===== src/rtl/atm_pkg.sv =====
// Shared definitions for the parametrised ATM controller: state encoding,
// BCD digit width and the default PIN / opening balance.
package atm_pkg;

   typedef enum logic [2:0] {
      ST_IDLE      = 3'd0,
      ST_PIN_ENTRY = 3'd1,
      ST_DEPOSIT   = 3'd2,
      ST_WITHDRAW  = 3'd3,
      ST_LOCKED    = 3'd4
   } atm_state_t;

   localparam int          BCD_W            = 4;
   localparam logic [31:0] DEF_PIN_CODE     = 32'h0000_4756;
   localparam int          DEF_INIT_BALANCE = 4500;

endpackage


===== src/rtl/atm_pin_buffer.sv =====
// PIN entry buffer: shifts BCD digits in (first digit ends up most
// significant), counts them, and flags full / matches-the-stored-PIN.
module atm_pin_buffer
   import atm_pkg::*;
#(
   parameter int          PIN_DIGITS = 4,
   parameter logic [31:0] PIN_CODE   = DEF_PIN_CODE
) (
   input  logic             clk,
   input  logic             rst,
   input  logic             clr,
   input  logic             shift_en,
   input  logic [BCD_W-1:0] digit,
   output logic             full,
   output logic             match
);

   localparam int BUF_W = BCD_W * PIN_DIGITS;
   localparam int CNT_W = $clog2(PIN_DIGITS + 1);

   logic [BUF_W-1:0] pin_q;
   logic [CNT_W-1:0] cnt_q;

   assign full  = (cnt_q == CNT_W'(PIN_DIGITS));
   assign match = full && (pin_q == PIN_CODE[BUF_W-1:0]);

   // Shift in a digit while not yet full; extra digits are dropped.
   always_ff @(posedge clk) begin
      if (rst || clr) begin
         pin_q <= '0;
         cnt_q <= '0;
      end else if (shift_en && !full) begin
         pin_q <= (pin_q << BCD_W) | BUF_W'(digit);
         cnt_q <= cnt_q + CNT_W'(1);
      end
   end

endmodule


===== src/rtl/atm_ctrl_param.sv =====
// Parametrised single-account ATM controller: card, N-digit PIN with
// attempt limiting, then one deposit (saturating) or withdrawal (funds
// checked). All outputs are registered.
// Optional build macro ATM_TIMEOUT_EN adds an idle timeout back to IDLE.
module atm_ctrl_param
   import atm_pkg::*;
#(
   parameter int                PIN_DIGITS   = 4,
   parameter logic [31:0]       PIN_CODE     = DEF_PIN_CODE,
   parameter int                MAX_TRIES    = 3,
   parameter int                AMT_W        = 32,
   parameter int                BAL_W        = 64,
   parameter logic [BAL_W-1:0]  INIT_BALANCE = BAL_W'(DEF_INIT_BALANCE),
   parameter int                TIMEOUT_CYC  = 1024
) (
   input  logic             clk,
   input  logic             rst,
   input  logic             card_in,
   input  logic             trans_type,
   input  logic             digit_stb,
   input  logic [3:0]       digit,
   input  logic             enter_stb,
   input  logic             amount_stb,
   input  logic [AMT_W-1:0] amount,
   output logic [BAL_W-1:0] balance,
   output logic             balance_updated,
   output logic             dispense,
   output logic             pin_wrong,
   output logic             warning,
   output logic             locked,
   output logic             insufficient,
   output logic             busy
);

   localparam int TRY_W = $clog2(MAX_TRIES + 1);

   atm_state_t       state_q, state_d;
   logic [TRY_W-1:0] tries_q, tries_d, tries_inc;
   logic [BAL_W-1:0] bal_d, amt_ext;
   logic             warn_d, lock_d, upd_d, disp_d, wrong_d, insuf_d;
   logic             buf_clr, buf_shift, pin_full, pin_match;
   logic             tmo_hit;

   // Saturating add of a zero-extended amount onto the balance.
   function automatic logic [BAL_W-1:0] sat_add(input logic [BAL_W-1:0] a,
                                                input logic [BAL_W-1:0] b);
      logic [BAL_W:0] s;
      s = {1'b0, a} + {1'b0, b};
      return s[BAL_W] ? {BAL_W{1'b1}} : s[BAL_W-1:0];
   endfunction

   assign amt_ext   = BAL_W'(amount);
   assign tries_inc = tries_q + TRY_W'(1);

   atm_pin_buffer #(
      .PIN_DIGITS (PIN_DIGITS),
      .PIN_CODE   (PIN_CODE)
   ) u_pin_buffer (
      .clk      (clk),
      .rst      (rst),
      .clr      (buf_clr),
      .shift_en (buf_shift),
      .digit    (digit),
      .full     (pin_full),
      .match    (pin_match)
   );

`ifdef ATM_TIMEOUT_EN
   localparam int TMO_W = $clog2(TIMEOUT_CYC + 1);
   logic [TMO_W-1:0] tmo_q;
   logic             tmo_active, any_stb;

   assign tmo_active = (state_q == ST_PIN_ENTRY) || (state_q == ST_DEPOSIT) ||
                       (state_q == ST_WITHDRAW);
   assign any_stb    = digit_stb || enter_stb || amount_stb;
   assign tmo_hit    = tmo_active && !any_stb && (tmo_q == TMO_W'(TIMEOUT_CYC - 1));

   // Idle-cycle counter: runs in active states, any strobe restarts it.
   always_ff @(posedge clk) begin
      if (rst || !tmo_active || any_stb || tmo_hit)
         tmo_q <= '0;
      else
         tmo_q <= tmo_q + TMO_W'(1);
   end
`else
   wire unused_timeout_cyc = ^TIMEOUT_CYC;
   assign tmo_hit = 1'b0;
`endif

   // Next-state, next-balance and next-output decode.
   always_comb begin
      state_d   = state_q;
      tries_d   = tries_q;
      bal_d     = balance;
      warn_d    = warning;
      lock_d    = locked;
      upd_d     = 1'b0;
      disp_d    = 1'b0;
      wrong_d   = 1'b0;
      insuf_d   = 1'b0;
      buf_clr   = 1'b0;
      buf_shift = 1'b0;
      case (state_q)
         ST_IDLE: begin
            if (card_in) begin
               state_d = ST_PIN_ENTRY;
               buf_clr = 1'b1;
            end
         end
         ST_PIN_ENTRY: begin
            if (enter_stb) begin
               buf_clr = 1'b1;
               if (pin_match) begin
                  tries_d = '0;
                  warn_d  = 1'b0;
                  state_d = trans_type ? ST_WITHDRAW : ST_DEPOSIT;
               end else begin
                  wrong_d = 1'b1;
                  tries_d = tries_inc;
                  if (tries_inc == TRY_W'(MAX_TRIES)) begin
                     state_d = ST_LOCKED;
                     lock_d  = 1'b1;
                     warn_d  = 1'b0;
                  end else if (tries_inc == TRY_W'(MAX_TRIES - 1)) begin
                     warn_d = 1'b1;
                  end
               end
            end else if (digit_stb) begin
               buf_shift = 1'b1;
            end
         end
         ST_DEPOSIT: begin
            if (amount_stb) begin
               bal_d   = sat_add(balance, amt_ext);
               upd_d   = 1'b1;
               state_d = ST_IDLE;
            end
         end
         ST_WITHDRAW: begin
            if (amount_stb) begin
               state_d = ST_IDLE;
               if (amt_ext > balance) begin
                  insuf_d = 1'b1;
               end else begin
                  bal_d  = balance - amt_ext;
                  disp_d = 1'b1;
                  upd_d  = 1'b1;
               end
            end
         end
         ST_LOCKED: begin
         end
         default: state_d = ST_IDLE;
      endcase
      if (tmo_hit) begin
         state_d = ST_IDLE;
         buf_clr = 1'b1;
      end
   end

   // State, balance and registered outputs.
   always_ff @(posedge clk) begin
      if (rst) begin
         state_q         <= ST_IDLE;
         tries_q         <= '0;
         balance         <= INIT_BALANCE;
         warning         <= 1'b0;
         locked          <= 1'b0;
         balance_updated <= 1'b0;
         dispense        <= 1'b0;
         pin_wrong       <= 1'b0;
         insufficient    <= 1'b0;
         busy            <= 1'b0;
      end else begin
         state_q         <= state_d;
         tries_q         <= tries_d;
         balance         <= bal_d;
         warning         <= warn_d;
         locked          <= lock_d;
         balance_updated <= upd_d;
         dispense        <= disp_d;
         pin_wrong       <= wrong_d;
         insufficient    <= insuf_d;
         busy            <= (state_d != ST_IDLE);
      end
   end

endmodule


===== config.mk =====
export PLATFORM = sky130hd
export DESIGN_NAME = atm_ctrl_param
export DESIGN_NICKNAME = d
export VERILOG_FILES = /design/src/rtl/atm_pkg.sv /design/src/rtl/atm_pin_buffer.sv /design/src/rtl/atm_ctrl_param.sv
export SDC_FILE = /design/constraint.sdc
export NUM_CORES = 1
export LEC_CHECK = 0
export CAP_MARGIN = 0
export CORE_ASPECT_RATIO = 2
export CORE_MARGIN = 4
export CORE_UTILIZATION = 55
export CTS_BUF_LIST = sky130_fd_sc_hd__clkbuf_4
export CTS_CLUSTER_DIAMETER = 50
export CTS_CLUSTER_SIZE = 30
export DETAILED_ROUTE_END_ITERATION = 10
export GPL_TIMING_DRIVEN = 0
export PLACE_DENSITY = 0.77
export SLEW_MARGIN = 20
export SYNTH_ARGS = -nofsm -noshare
export SYNTH_HDL_FRONTEND = slang
export SYNTH_HIERARCHICAL = 1
export SYNTH_SLANG_ARGS = --single-unit

===== constraint.sdc =====
create_clock -name clk -period 4.9 [get_ports clk]
set_input_delay 0.98 -clock clk [delete_from_list [all_inputs] [get_ports clk]]
set_output_delay 0.98 -clock clk [all_outputs]
set_load 0.02 [all_outputs]

==> reports/qor.csv <==
metric;value;unit
holdPathStages;2;
yosysSeqAreaShare;20.56;%
finalNetCount;1527;
clk_pin_slew_worst_paths;0.20;ns
num_rows;66;
synth_area;9249;µm²
hp-class;flop to flop;
netlist_top_cells_count;a21oi_1, nand2_1, nor2_1;
holdWs;0.4661;ns
finalHoldViolations;0;
outcome;finished, violations left;
holdPathEnd;u_pin_buffer/pin_q[14]$_SDFFE_PP0P_;
startpoint_type;input port;
violations;negative setup slack;
synth_nets;1402;
power_switching;0.0005063;W
ys_ff_latch;95;
clk_latency;0.55;ns
drt_wl_total;43020;µm
crit_chain;clkdlybuf4s50_1, ha_1, fa_1, nor2b_1, o311ai_1, a21oi_1, nor4_1, o311ai_2, o211ai_1, buf_4, a2111oi_1, o2111a_1, a211oi_2;
dr.first_iter.drc_count;1033;
cp_top_family;compound AO/OA/AOI/OAI gates;
drv_cap;0;
async_flop_share;0;%
cp_slowest_stage_delay;0.85;ns
grt_antenna_before_repair;2;
cp-end-kind;flop;
vias;11530;
drcViolationCount;0;
yosysMostFrequentCell;a21oi_1;
die_w;99.70;µm
gp_congestion;1.078;
cts_sinks;95;
worst_pin_slew;0.9799;ns
skew;0.04235;ns
fmax;202.1;MHz
start_util;56.28;%
grt_pass1_wl;63960;µm
cts.path.max_buffers;2;
criticalPathCategory;input port to flop;
r2r_cells;12;
powerDensity;146.0;nW/µm²
period_needed;4.948;ns
drtPass1Iterations;8;
area_delta_synth_final;18.15;%
synthCells;1289;
p_leak;4.213;nW
r2r_slack;0.52;ns
io_buffers;113;
cts_buffers;9;
finalSetupViolCount;1;
yosys.area.top_type;dfxtp_1;
wl_per_cell;26.49;µm
final_util;66.50;%
grt_max_degree;18;
path_max_fanout;5;
root_buffer;clkbuf_4;
syn_area_per_cell;7.175;µm²
slowest_stage;nor4_1;
comb_power_share;17.5;%
antenna_left;0;
timing.final.ws_setup;-0.04812;ns
cts_tree;built;
avgViaCountPerCell;7.099;
synth_top_flop_cell;dfxtp_1;
placed_cell_area;10640;µm²
clkPwrFrac;33.8;%
yosys.area.top_type_share;20.56;%
crit_buf_inv;2;
track_usage;44.23;%
die_h;191.4;µm
maxSlewViolCount;0;
die_area;19080;µm²
p_int;0.001090;W
crit_required;5.33;ns
power.share.switching;31.73;%
yosys_warnings;6;
cp.arrival;5.38;ns
cts_max_level;3;
yosys-top-cells-area;dfxtp_1, ha_1, a21oi_1, o21ai_0, nand2_1;
drive_gt1_share;7.963;%
coreArea;16430;µm²
post-route-period-util;101.0;%
max_slew_margin;34.07;%
seqPwrFrac;48.8;%
ir_drop;0.1511;mV
reg2reg_from;balance[0]$_SDFFE_PP0P_;
overflow;0;
hold_buffers;0;
place_ws;-1.709;ns
worstHoldStart;u_pin_buffer/pin_q[10]$_SDFFE_PP0P_;
synth_edf_count;0;
dp_hpwl;33020;µm
stdcell_area;10930;µm²
r2r-end;balance[44]$_SDFFE_PP0P_;
grt_pass1_vias;11500;
yosysUniqueCellTypes;92;
num_io_pins;114;
worst min-delay path: cells and delay by family, from the launching register on:
family	cells	cell delay [ns]
flip-flops	1	0.37
AND/OR/NAND/NOR	1	0.08
AO/OA/AOI/OAI	1	0.05
layer usage:
| layer | up-vias | part of all wire [%] | global-route usage [%] |
|---|---|---|---|
| met3 | 357 | 8.9 | 10.41 |
| li1 | 5043 | - | - |
| met4 | 0 | 12 | 43.40 |
| met5 | - | 0 | 0 |
| met2 | 804 | 49 | 77.51 |
| met1 | 5325 | 30 | 39.97 |
registers in the layout (all words and copies together), names as in the netlist:
signal              cells
locked                  1
tries_q                 2
warning                 1
busy                    1
dispense                1
u_pin_buffer/pin_q     16
balance_updated         1
state_q                 3
u_pin_buffer/cnt_q      3
balance                64
pin_wrong               1
insufficient            1
power by group through the flow:
| stage | Combinational [W] | Clock, W | Sequential (W) |
|---|---|---|---|
| after floorplan | 0.000159 | 0 | 0.000795 |
| after global placement | 0.000259 | 0 | 0.000794 |
| after detailed placement | 0.000263 | 0 | 0.000794 |
| after CTS | 0.000265 | 0.000532 | 0.000778 |
| after global routing | 0.000296 | 0.000552 | 0.000779 |
| final | 0.000279 | 0.000539 | 0.000778 |
layout by cell type (no fill, tap or decap), types with 9 or more instances in the layout:
| master | netlist | routed |
|---|---|---|
| a21oi_1 | 123 | 122 |
| clkdlybuf4s50_1 | 0 | 113 |
| nand2_1 | 103 | 102 |
| nor2_1 | 97 | 97 |
| dfxtp_1 | 95 | 95 |
| inv_1 | 93 | 93 |
| o21ai_0 | 90 | 88 |
| ha_1 | 68 | 68 |
| clkbuf_1 | 51 | 47 |
| nand3_1 | 46 | 46 |
| nor3_1 | 39 | 39 |
| a31oi_1 | 30 | 30 |
| nand4_1 | 28 | 28 |
| nor4_1 | 28 | 25 |
| buf_2 | 23 | 23 |
| a211oi_1 | 21 | 21 |
| xnor2_1 | 21 | 21 |
| or3_1 | 19 | 19 |
| o31ai_1 | 18 | 18 |
| o211ai_1 | 18 | 18 |
| nor2b_1 | 16 | 16 |
| and2_1 | 13 | 13 |
| a21oi_2 | 10 | 11 |
| nand2_2 | 9 | 10 |
| nand2b_1 | 9 | 9 |
| a211o_1 | 9 | 9 |
| o2111ai_1 | 9 | 9 |
| o21a_1 | 9 | 9 |
| clkbuf_4 | 0 | 9 |
cell type report:
cell class	count	area, µm²
Clock buffer	9	67.56
Tap cell	204	255.2
Antenna cell	1	2.502
Sequential cell	95	1902
Inverter	93	349.1
Fill cell	1493	5505
Multi-Input combinational cell	1014	6691
Buffer	87	417.9
Clock inverter	7	103.9
Timing Repair Buffer	114	1139
worst max-delay path by stage:
stage / start / end / slack [ns] / cells past startpoint
floorplan: amount[0] / balance[36]$_SDFFE_PP0P_ / 1.05 / 11
global placement: amount[16] / balance[2]$_SDFFE_PP1P_ / -1.75 / 14
detailed placement: amount[16] / balance[2]$_SDFFE_PP1P_ / -1.71 / 14
CTS: amount[0] / balance[32]$_SDFFE_PP0P_ / 0.06 / 13
global route: amount[0] / balance[2]$_SDFFE_PP1P_ / -0.02 / 14
finish: amount[0] / balance[44]$_SDFFE_PP0P_ / -0.05 / 13
timing repair:
item                                   in CTS  in global routing
endpoints found under the hold margin       0                  0
gates cloned                                0                  0
pin swaps                                   1                  0
setup endpoints to repair                  64                 51
resized for setup                           9                 17
buffers inserted                            1                  0
cells by family (layout without fill, tap and decap cells):
kind of cell               Yosys count  in the layout  synth area share (%)
muxes                                2              2                0.2165
AOI/OAI and AO/OA                  459            459                 33.73
other                                0              1                     0
adders and majority gates           70             70                 9.632
xor gates and xnor gates            25             25                 2.367
buffers and inverters              180            310                 8.239
and+or+nand+nor                    458            458                 25.26
DFF                                 95             95                 20.56
through the flow:
stage | setup TNS (ns) | power (W) | std cells
floorplan | 0 | 0.0009540 | 1289
global route | -0.01946 | 0.001627 | 1624
global placement | -90.19 | 0.001053 | 1606
detailed placement | -85.97 | 0.001057 | 1606
CTS | 0 | 0.001575 | 1623
finish | -0.04812 | 0.001596 | 1624
Power figures use the tool's default switching activity.
